## config.mk

```make
export PLATFORM = sky130hd
export DESIGN_NAME = alpha_blend_pixel_sync
export DESIGN_NICKNAME = d
export VERILOG_FILES = /design/src/rtl/alpha_blend_pkg.sv /design/src/rtl/alpha_blend_sync_fifo.sv /design/src/rtl/alpha_blend_pixel_sync.sv
export SDC_FILE = /design/constraint.sdc
export NUM_CORES = 1
export LEC_CHECK = 0
export CORE_MARGIN = 4
export CORE_UTILIZATION = 35
export CTS_BUF_LIST = sky130_fd_sc_hd__clkbuf_8
export DETAILED_ROUTE_END_ITERATION = 6
export HOLD_SLACK_MARGIN = 0.08
export SETUP_SLACK_MARGIN = 0.05
export SKIP_CTS_REPAIR_TIMING = 1
export SLEW_MARGIN = 10
export SYNTH_ARGS = -nofsm -noshare
export SYNTH_HDL_FRONTEND = slang
export SYNTH_HIERARCHICAL = 1
export SYNTH_SLANG_ARGS = --single-unit
```

## constraint.sdc

```tcl
create_clock -name SYS_CLK_I -period 5.2 [get_ports SYS_CLK_I]
set_input_delay 0.52 -clock SYS_CLK_I [delete_from_list [all_inputs] [get_ports SYS_CLK_I]]
set_output_delay 0.52 -clock SYS_CLK_I [all_outputs]
set_load 0.01 [all_outputs]
```

## src/rtl/alpha_blend_pkg.sv

```systemverilog
// alpha_blend_pkg: shared FSM encoding and pixel channel constants for the blender front end
package alpha_blend_pkg;
  typedef enum logic [1:0] {ST_IDLE, ST_ALIGN, ST_STREAM} state_e;
  localparam int CH_W = 8;
  localparam int ALPHA_MSB = 31;
  localparam int ALPHA_LSB = 24;
endpackage

```

## src/rtl/alpha_blend_sync_fifo.sv

```systemverilog
// alpha_blend_sync_fifo: synchronous FIFO with flush and a registered not-full ready
module alpha_blend_sync_fifo #(
  parameter int W = 33,
  parameter int D = 8
) (
  input  logic         clk_i,
  input  logic         rst_i,
  input  logic         flush_i,
  input  logic         en_i,
  input  logic         push_i,
  input  logic         pop_i,
  input  logic [W-1:0] data_i,
  output logic [W-1:0] data_o,
  output logic         empty_o,
  output logic         ready_o
);
  localparam int AW = $clog2(D);
  logic [W-1:0] mem_q [D];
  logic [AW-1:0] wr_q, rd_q;
  logic [AW:0] cnt_q, cnt_d;
  logic ready_q, full, push_ok, pop_ok;
  assign full = cnt_q == (AW+1)'(D);
  assign empty_o = cnt_q == '0;
  assign data_o = mem_q[rd_q];
  assign ready_o = ready_q;
  always_comb begin
    push_ok = push_i && !full && !flush_i;
    pop_ok = pop_i && !empty_o && !flush_i;
    cnt_d = flush_i ? '0 : cnt_q + (AW+1)'(push_ok) - (AW+1)'(pop_ok);
  end
  always_ff @(posedge clk_i) begin
    if (rst_i) begin
      wr_q <= '0;
      rd_q <= '0;
      cnt_q <= '0;
      ready_q <= 1'b0;
    end else begin
      wr_q <= flush_i ? '0 : wr_q + AW'(push_ok);
      rd_q <= flush_i ? '0 : rd_q + AW'(pop_ok);
      cnt_q <= cnt_d;
      ready_q <= en_i && cnt_d != (AW+1)'(D);
    end
  end
  always_ff @(posedge clk_i) begin
    if (push_ok) mem_q[wr_q] <= data_i;
  end
endmodule

```

## src/rtl/alpha_blend_pixel_sync.sv

```systemverilog
// alpha_blend_pixel_sync: aligns foreground/background streams on SOF and emits windowed blend pairs
module alpha_blend_pixel_sync
  import alpha_blend_pkg::*;
#(
  parameter int g_V1_DATAWIDTH = 4*CH_W,
  parameter int g_V2_DATAWIDTH = 3*CH_W,
  parameter int g_FIFO_DEPTH = 8,
  parameter int g_CNT_WIDTH = 12
) (
  input  logic                      SYS_CLK_I,
  input  logic                      RESET_I,
  input  logic                      ENABLE_i,
  input  logic                      BLEND_EN_i,
  input  logic [g_CNT_WIDTH-1:0]    HRES_i,
  input  logic [g_CNT_WIDTH-1:0]    VRES_i,
  input  logic [g_CNT_WIDTH-1:0]    WIN_X0_i,
  input  logic [g_CNT_WIDTH-1:0]    WIN_X1_i,
  input  logic [g_CNT_WIDTH-1:0]    WIN_Y0_i,
  input  logic [g_CNT_WIDTH-1:0]    WIN_Y1_i,
  input  logic [g_V1_DATAWIDTH-1:0] V1_DATA_i,
  input  logic                      V1_SOF_i,
  input  logic                      V1_VALID_i,
  output logic                      V1_READY_o,
  input  logic [g_V2_DATAWIDTH-1:0] V2_DATA_i,
  input  logic                      V2_SOF_i,
  input  logic                      V2_VALID_i,
  output logic                      V2_READY_o,
  output logic [g_V1_DATAWIDTH-1:0] V1_RDATA_o,
  output logic [g_V2_DATAWIDTH-1:0] V2_RDATA_o,
  output logic                      Valid_o,
  output logic                      Start_Alpha_blend_o,
  output logic                      Frame_done_o,
  output logic                      Sync_err_o
);
  state_e state_q, state_d;
  logic [g_CNT_WIDTH-1:0] x_q, x_d, y_q, y_d;
  logic [g_V1_DATAWIDTH:0] h1;
  logic [g_V2_DATAWIDTH:0] h2;
  logic [g_V1_DATAWIDTH-1:0] v1_q;
  logic [g_V2_DATAWIDTH-1:0] v2_q;
  logic e1, e2, sof1, sof2, pop1, pop2, pair, err_d, done_d, last_x, last_y, in_win;
  logic valid_q, start_q, done_q, err_q;
  alpha_blend_sync_fifo #(.W(g_V1_DATAWIDTH+1), .D(g_FIFO_DEPTH)) u_fifo_v1 (
    .clk_i(SYS_CLK_I), .rst_i(RESET_I), .flush_i(state_q == ST_IDLE), .en_i(state_d != ST_IDLE),
    .push_i(V1_VALID_i && V1_READY_o), .pop_i(pop1), .data_i({V1_SOF_i, V1_DATA_i}),
    .data_o(h1), .empty_o(e1), .ready_o(V1_READY_o)
  );
  alpha_blend_sync_fifo #(.W(g_V2_DATAWIDTH+1), .D(g_FIFO_DEPTH)) u_fifo_v2 (
    .clk_i(SYS_CLK_I), .rst_i(RESET_I), .flush_i(state_q == ST_IDLE), .en_i(state_d != ST_IDLE),
    .push_i(V2_VALID_i && V2_READY_o), .pop_i(pop2), .data_i({V2_SOF_i, V2_DATA_i}),
    .data_o(h2), .empty_o(e2), .ready_o(V2_READY_o)
  );
  assign sof1 = h1[g_V1_DATAWIDTH];
  assign sof2 = h2[g_V2_DATAWIDTH];
  assign last_x = x_q == HRES_i - g_CNT_WIDTH'(1);
  assign last_y = y_q == VRES_i - g_CNT_WIDTH'(1);
  assign in_win = BLEND_EN_i && x_q >= WIN_X0_i && x_q <= WIN_X1_i && y_q >= WIN_Y0_i && y_q <= WIN_Y1_i;
  always_comb begin
    state_d = state_q;
    x_d = x_q;
    y_d = y_q;
    pop1 = 1'b0;
    pop2 = 1'b0;
    pair = 1'b0;
    err_d = 1'b0;
    done_d = 1'b0;
    case (state_q)
      ST_IDLE: state_d = ST_ALIGN;
      ST_ALIGN: begin
        pop1 = !e1 && !sof1;
        pop2 = !e2 && !sof2;
        x_d = '0;
        y_d = '0;
        if (!e1 && !e2 && sof1 && sof2) state_d = ST_STREAM;
      end
      ST_STREAM: begin
        // an SOF off the frame origin is left at the head so ALIGN can restart on it
        if (((!e1 && sof1) || (!e2 && sof2)) && (x_q != '0 || y_q != '0)) begin
          err_d = 1'b1;
          state_d = ST_ALIGN;
        end else if (!e1 && !e2) begin
          pair = 1'b1;
          pop1 = 1'b1;
          pop2 = 1'b1;
          x_d = last_x ? '0 : x_q + g_CNT_WIDTH'(1);
          y_d = !last_x ? y_q : last_y ? '0 : y_q + g_CNT_WIDTH'(1);
          done_d = last_x && last_y;
          state_d = (last_x && last_y) ? ST_ALIGN : ST_STREAM;
        end
      end
      default: state_d = ST_IDLE;
    endcase
    if (!ENABLE_i) begin
      state_d = ST_IDLE;
      pop1 = 1'b0;
      pop2 = 1'b0;
      pair = 1'b0;
      err_d = 1'b0;
      done_d = 1'b0;
    end
  end
  always_ff @(posedge SYS_CLK_I) begin
    if (RESET_I) begin
      state_q <= ST_IDLE;
      x_q <= '0;
      y_q <= '0;
      valid_q <= 1'b0;
      v1_q <= '0;
      v2_q <= '0;
      start_q <= 1'b0;
      done_q <= 1'b0;
      err_q <= 1'b0;
    end else begin
      state_q <= state_d;
      x_q <= x_d;
      y_q <= y_d;
      valid_q <= pair;
      v1_q <= pair ? h1[g_V1_DATAWIDTH-1:0] : '0;
      v2_q <= pair ? h2[g_V2_DATAWIDTH-1:0] : '0;
      start_q <= pair && in_win;
      done_q <= done_d;
      err_q <= err_d;
    end
  end
  assign Valid_o = valid_q;
  assign V1_RDATA_o = v1_q;
  assign V2_RDATA_o = v2_q;
  assign Start_Alpha_blend_o = start_q;
  assign Frame_done_o = done_q;
  assign Sync_err_o = err_q;
endmodule

```

### Word-level counts from Yosys, hierarchy flattened

Memories as Yosys holds them, arrays and structs flattened. A register that Yosys moved wholly into a read port is not among the register bits.
Cells that the tools add are included.

| operators by class | value |
|---|---|
| multiply operators | 0 |
| bitwise operators | 4 |
| reduce and logical (&&, ||, !) cells | 48 |
| shift operators | 0 |
| muxes and demuxes | 32 |
| order comparisons | 4 |
| div/mod/pow operators | 0 |
| $add $sub $neg | 12 |
| equality and inequality tests | 11 |

Operators by type and width:

| operator | count |
|---|---|
| 12-bit 2-to-1 mux | 7 |
| 12-bit one-hot mux with 2 select lines | 2 |
| 1-bit logical AND | 26 |
| 12-bit by 1-bit adder with 12-bit output (second input constant) | 2 |
| 12-bit == test | 2 |
| 12-bit greater-or-equal comparator | 2 |
| 12-bit <= comparator | 2 |
| 12-bit nonzero test | 2 |
| 12-bit by 1-bit subtractor with 12-bit output (second input constant) | 2 |
| 3-bit by 1-bit adder with 3-bit output | 4 |
| 1-bit 2-to-1 mux | 11 |
| 2-bit 2-to-1 mux | 5 |
| 4-bit by 1-bit adder with 4-bit output | 2 |
| 4-bit == test (second input constant) | 2 |
| 4-bit logical NOT | 2 |
| 4-bit 2-to-1 mux | 2 |
| 4-bit inequality test (second input constant) | 2 |
| 4-bit by 1-bit subtractor with 4-bit output | 2 |
| 1-bit logical NOT | 7 |
| 3-bit 2-to-1 mux | 2 |
| 2-bit inequality test (second input constant) | 3 |
| 2-bit one-hot mux with 3 select lines | 1 |
| 5-bit OR reduction | 1 |
| 1-bit NOT | 4 |
| 10 further kinds | 14 |

| word-level totals | value |
|---|---|
| word-level logic and storage cells | 130 |
| memories | 2 |
| output and inout port bits | 62 |
| bits in read-only memories | 0 |
| RAM bits | 464 |
| bits in latches | 0 |
| flip-flop bits (word level) | 108 |
| input port bits | 136 |

Memories:

| memory | words | bits a word | read ports | clocked after Yosys merged registers in | wr ports | RTL line | source |
|---|---|---|---|---|---|---|---|
| u_fifo_v1.mem_q | 8 | 33 | 1 | 1 | 1 | alpha_blend_sync_fifo.sv:18 | `logic [W-1:0] mem_q [D];` |
| u_fifo_v2.mem_q | 8 | 25 | 1 | 1 | 1 | alpha_blend_sync_fifo.sv:18 |  |

### Longest topological paths before layout

| logic depth | value |
|---|---|
| depth in word-level cells | 14 |
| gate-level depth with buffers | 17 |
| gate-level depth less buffers | 16 |

### By module

Netlist, hierarchy kept.

Modules (own cells, without submodules):

| module | area an instance (um2) | times used | cells each |
|---|---|---|---|
| alpha_blend_sync_fifo at u_fifo_v1 | 10,583.9 | 1 | 452 |
| alpha_blend_sync_fifo at u_fifo_v2 | 8,353.0 | 1 | 361 |
| alpha_blend_pixel_sync | 5,063.6 | 1 | 582 |

### Worst setup path after synthesis

Ideal clock, no wire load.

| path | value |
|---|---|
| path kind | reg2reg |
| start point | register u_fifo_v1/rd_q[0] (netlist name) |
| end point | register u_fifo_v2.ready_q (netlist: u_fifo_v2/ready_o) |
| stages on the path, launching flop included | 18 |
| arrival | 4,105 ps |
| clock period less this slack | 4,230 ps |
| library setup time | 125 ps |
| buffers on the path | 2 |
| slack | 970 ps |
| path through | dfxtp_1 > buf_6 > buf_6 > mux4_2 > mux2_2 > nand2b_1 > a32o_1 > and2_1 > nand2_1 > a21oi_1 > nor3b_1 > ha_1 > inv_1 > ha_1 > fa_1 > or4b_2 > a211oi_1 > nor4b_1 |

RTL lines:

| element | RTL line | source |
|---|---|---|
| to (signal assigned) | alpha_blend_sync_fifo.sv:41 | `ready_q <= en_i && cnt_d != (AW+1)'(D);` |
| to (decl) | alpha_blend_sync_fifo.sv:21 | `logic ready_q, full, push_ok, pop_ok;` |

==> metrics.md <==
| Metric | Value |
|---|---|
| CTS H-Tree Depth | `3` |
| Power Density | `316 nW/µm²` |
| DRC viols | `0` |
| Most frequent cells after synthesis | `edfxtp_1, dfxtp_1, ha_1` |
| R2R cell count | `15` |
| F_max | `0.226 GHz` |
| Layout Nets | `1883` |
| Multi-input logic area | `7430 µm²` |
| Flop pwr share | `54.0%` |
| Clock slew at reported path FFs | `0.07 ns` |
| First-pass detailed-route iteration total | `5` |
| CTS tree | `done` |
| Num CTS Buffers | `95` |
| Worst vdd ir | `0.239 mV` |
| Synth Instances | `1395` |
| Initial Utilization | `35.5%` |
| Fin crit period | `4.43 ns` |
| Antenna violations before repair | `8` |
| Area leader, netlist | `edfxtp_1` |
| FP Rows | `95` |
| Critical path required time | `5.72 ns` |
| # fillers | `6006` |
| Status | `completed` |
| I/O Buffers | `197` |
| First-pass GRT wire length | `82400 µm` |
| Sw Share | `21.5%` |
| Drt first-iter violations | `611` |
| GR Util All Layers | `14.6%` |
| Internal power | `7.20 mW` |
| Die area | `72800 µm²` |
| Critical Path End | `u_fifo_v2/ready_o` |
| Max-Cap Viols | `0` |
| Comb power frac | `3.0%` |
| Syn_area_per_cell | `17.2 µm²` |
| Slew @ Worst Pin | `1.23 ns` |
| Ys async rst share | `0%` |
| Switching power | `1.98 mW` |
| Fin util | `43.0%` |
| Setup Crit Path Kind | `reg -> reg` |
| Yosys reg bits | `572` |
| Number of routed nets with antenna violations | `0` |
| Core ar. | `67500 µm²` |
| Max FO, Critical Path | `10` |
| Vias | `12.9k` |
| Final routed wire length divided by cell count | `20.4 µm` |
| Share of the synthesized area in the top cell type | `58.1%` |
| Clk Latency, worst-skew pair | `0.68 ns` |
| Top cells by area, synth | `edfxtp_1, dfxtp_1, mux4_1` |
| FF+latch area | `16100 µm²` |
| Area growth from synthesis to layout | `20.9%` |
| Hold Crit Depth | `3` |
| Post-synth EDFFs | `464` |
| Die width | `270 µm` |
| Endpoints failing hold | `0` |
| Flop2flop setup slack | `0.77 ns` |
| Clock Power Share | `43.1%` |
| Longest Clk Path Bufs | `3` |
| WL final | `53600 µm` |
| CP startpoint | `u_fifo_v1/rd_q[0]` |
| RSZ-0062 raised after global routing | `false` |
| Critical path arrival | `4.95 ns` |
| Worst Hold Class | `in -> reg` |
| Syn nets | `1611` |
| Slew headroom | `17.3%` |
| Vias per Instance | `4.92` |
| Total negative slack | `0 ns` |
| Pin count of the biggest net entering global routing | `66` |
| Pleak | `9.91 nW` |
| Placer Congestion | `0.796` |
| R2r endpoint | `u_fifo_v2/ready_o` |
| Unique masters post-synth | `70` |
| Ports | `198` |
| Final Max Slew Viols | `0` |
| CP startpoint kind | `flip-flop` |
| Ys Warns | `6` |
| DP HPWL | `32600 µm` |
| Worst r2r src | `u_fifo_v1/rd_q[0]` |
| Layout cell share with drive strength beyond 1 | `17.9%` |
| Clk_skew | `0.0514 ns` |
| Final setup violation count | `0` |
| Die Ht | `270 µm` |
| Cell Area, Synth | `24000 µm²` |
| Root buf cell | `clkbuf_8` |
| Most frequent cell after synthesis | `edfxtp_1` |
| Sequential area share after synthesis | `67.1%` |
| Ys flop type | `edfxtp_1` |
| Vias in the first global route | `14.0k` |
| Grt ovf | `0` |
| Period utilization | `85.2%` |
| Critical path endpoint category | `flip-flop` |
| Clk sinks | `572` |
## placed cells by master, fill, tap and decap left out, types with 25 or more instances in the layout
master and n:
dfxtp_1 103, inv_1 99, clkbuf_8 100, ha_1 78, nand2_1 33, clkdlybuf4s50_1 197
mux4_2 59, xnor2_1 31, edfxtp_1 464, buf_4 25, nor2_1 44, and2_1 74
mux4_1 57, mux2_2 61
## power by group through the flow
stage	clock (mW)	combinational [mW]	sequential (mW)
CTS	4.10	0.275	4.95
floorplan	0	0.0864	5.05
detailed placement	0	0.273	5.05
finish	3.95	0.272	4.95
global placement	0	0.266	5.05
global route	4.33	0.300	4.95
## per-stage QoR
step           hold slack, ns  std cells  power (mW)  area, µm²  worst slack (ns)
2_1_floorplan           0.520       1395        5.14      24000             0.970
3_3_place_gp            0.564       2443        5.31      27100             0.892
3_5_place_dp            0.581       2443        5.32      27100             0.780
4_1_cts                 0.482       2620        9.33      29000             0.728
5_1_grt                 0.531       2621        9.58      29000             0.456
6_report                0.548       2626        9.17      29000             0.770
## worst min-delay path by stage
stage	startpoint	end	slack, ns
floorplan	x_q[1]	x_q[1]	0.52
global placement	x_q[1]	x_q[1]	0.56
detailed placement	x_q[1]	x_q[1]	0.58
CTS	ENABLE_i	Sync_err_o	0.48
global route	ENABLE_i	Sync_err_o	0.53
finish	ENABLE_i	Sync_err_o	0.55
## cell type report
class / instances / share of cell area (%)
Clock buffer: 100 / 4.74
Sequential cell: 572 / 55.5
Inverter: 71 / 0.918
Timing Repair Buffer: 224 / 7.58
Tap cell: 873 / 3.76
Multi-Input combinational cell: 703 / 25.6
Clock inverter: 77 / 1.86
Antenna cell: 6 / 0.0517
## worst max-delay path, stage by stage, from the launching register on
cell and delay, ns:
dfxtp_4 0.46, mux4_2 0.53, mux2_2 0.33, nand2b_1 0.11
a32o_1 0.20, and2_1 0.17, nand2_1 0.08, a21oi_1 0.12
nor3b_1 0.31, ha_1 0.29, inv_1 0.06, ha_1 0.19
fa_1 0.46, or4b_2 0.62, a211oi_1 0.26, nor4b_1 0.09
## flip-flops by register name (all words and copies together), names as in the netlist, 4 cells and up
name	cells
V1_RDATA_o	32
V2_RDATA_o	24
u_fifo_v1/cnt_q	4
u_fifo_v1/mem_q	264
u_fifo_v2/cnt_q	4
u_fifo_v2/mem_q	200
x_q	12
y_q	12
## cell families after synthesis
group                      synth area share, %
and+or+nand+nor                           7.17
buffers and inverters                     2.31
DFF                                       67.1
AOI/OAI and AO/OA                         2.57
xor gates and xnor gates                  1.97
adders and majority gates                 4.23
muxes                                     14.7
## routing by layer
layer	track usage [%]	up-vias	share of wire, %
li1	-	6026	-
met1	17.9	6508	43
met2	25.6	304	51
met3	3.64	77	5.1
met4	4.18	4	1.7
met5	0	-	0.043
(Power assumes the default switching activity.)
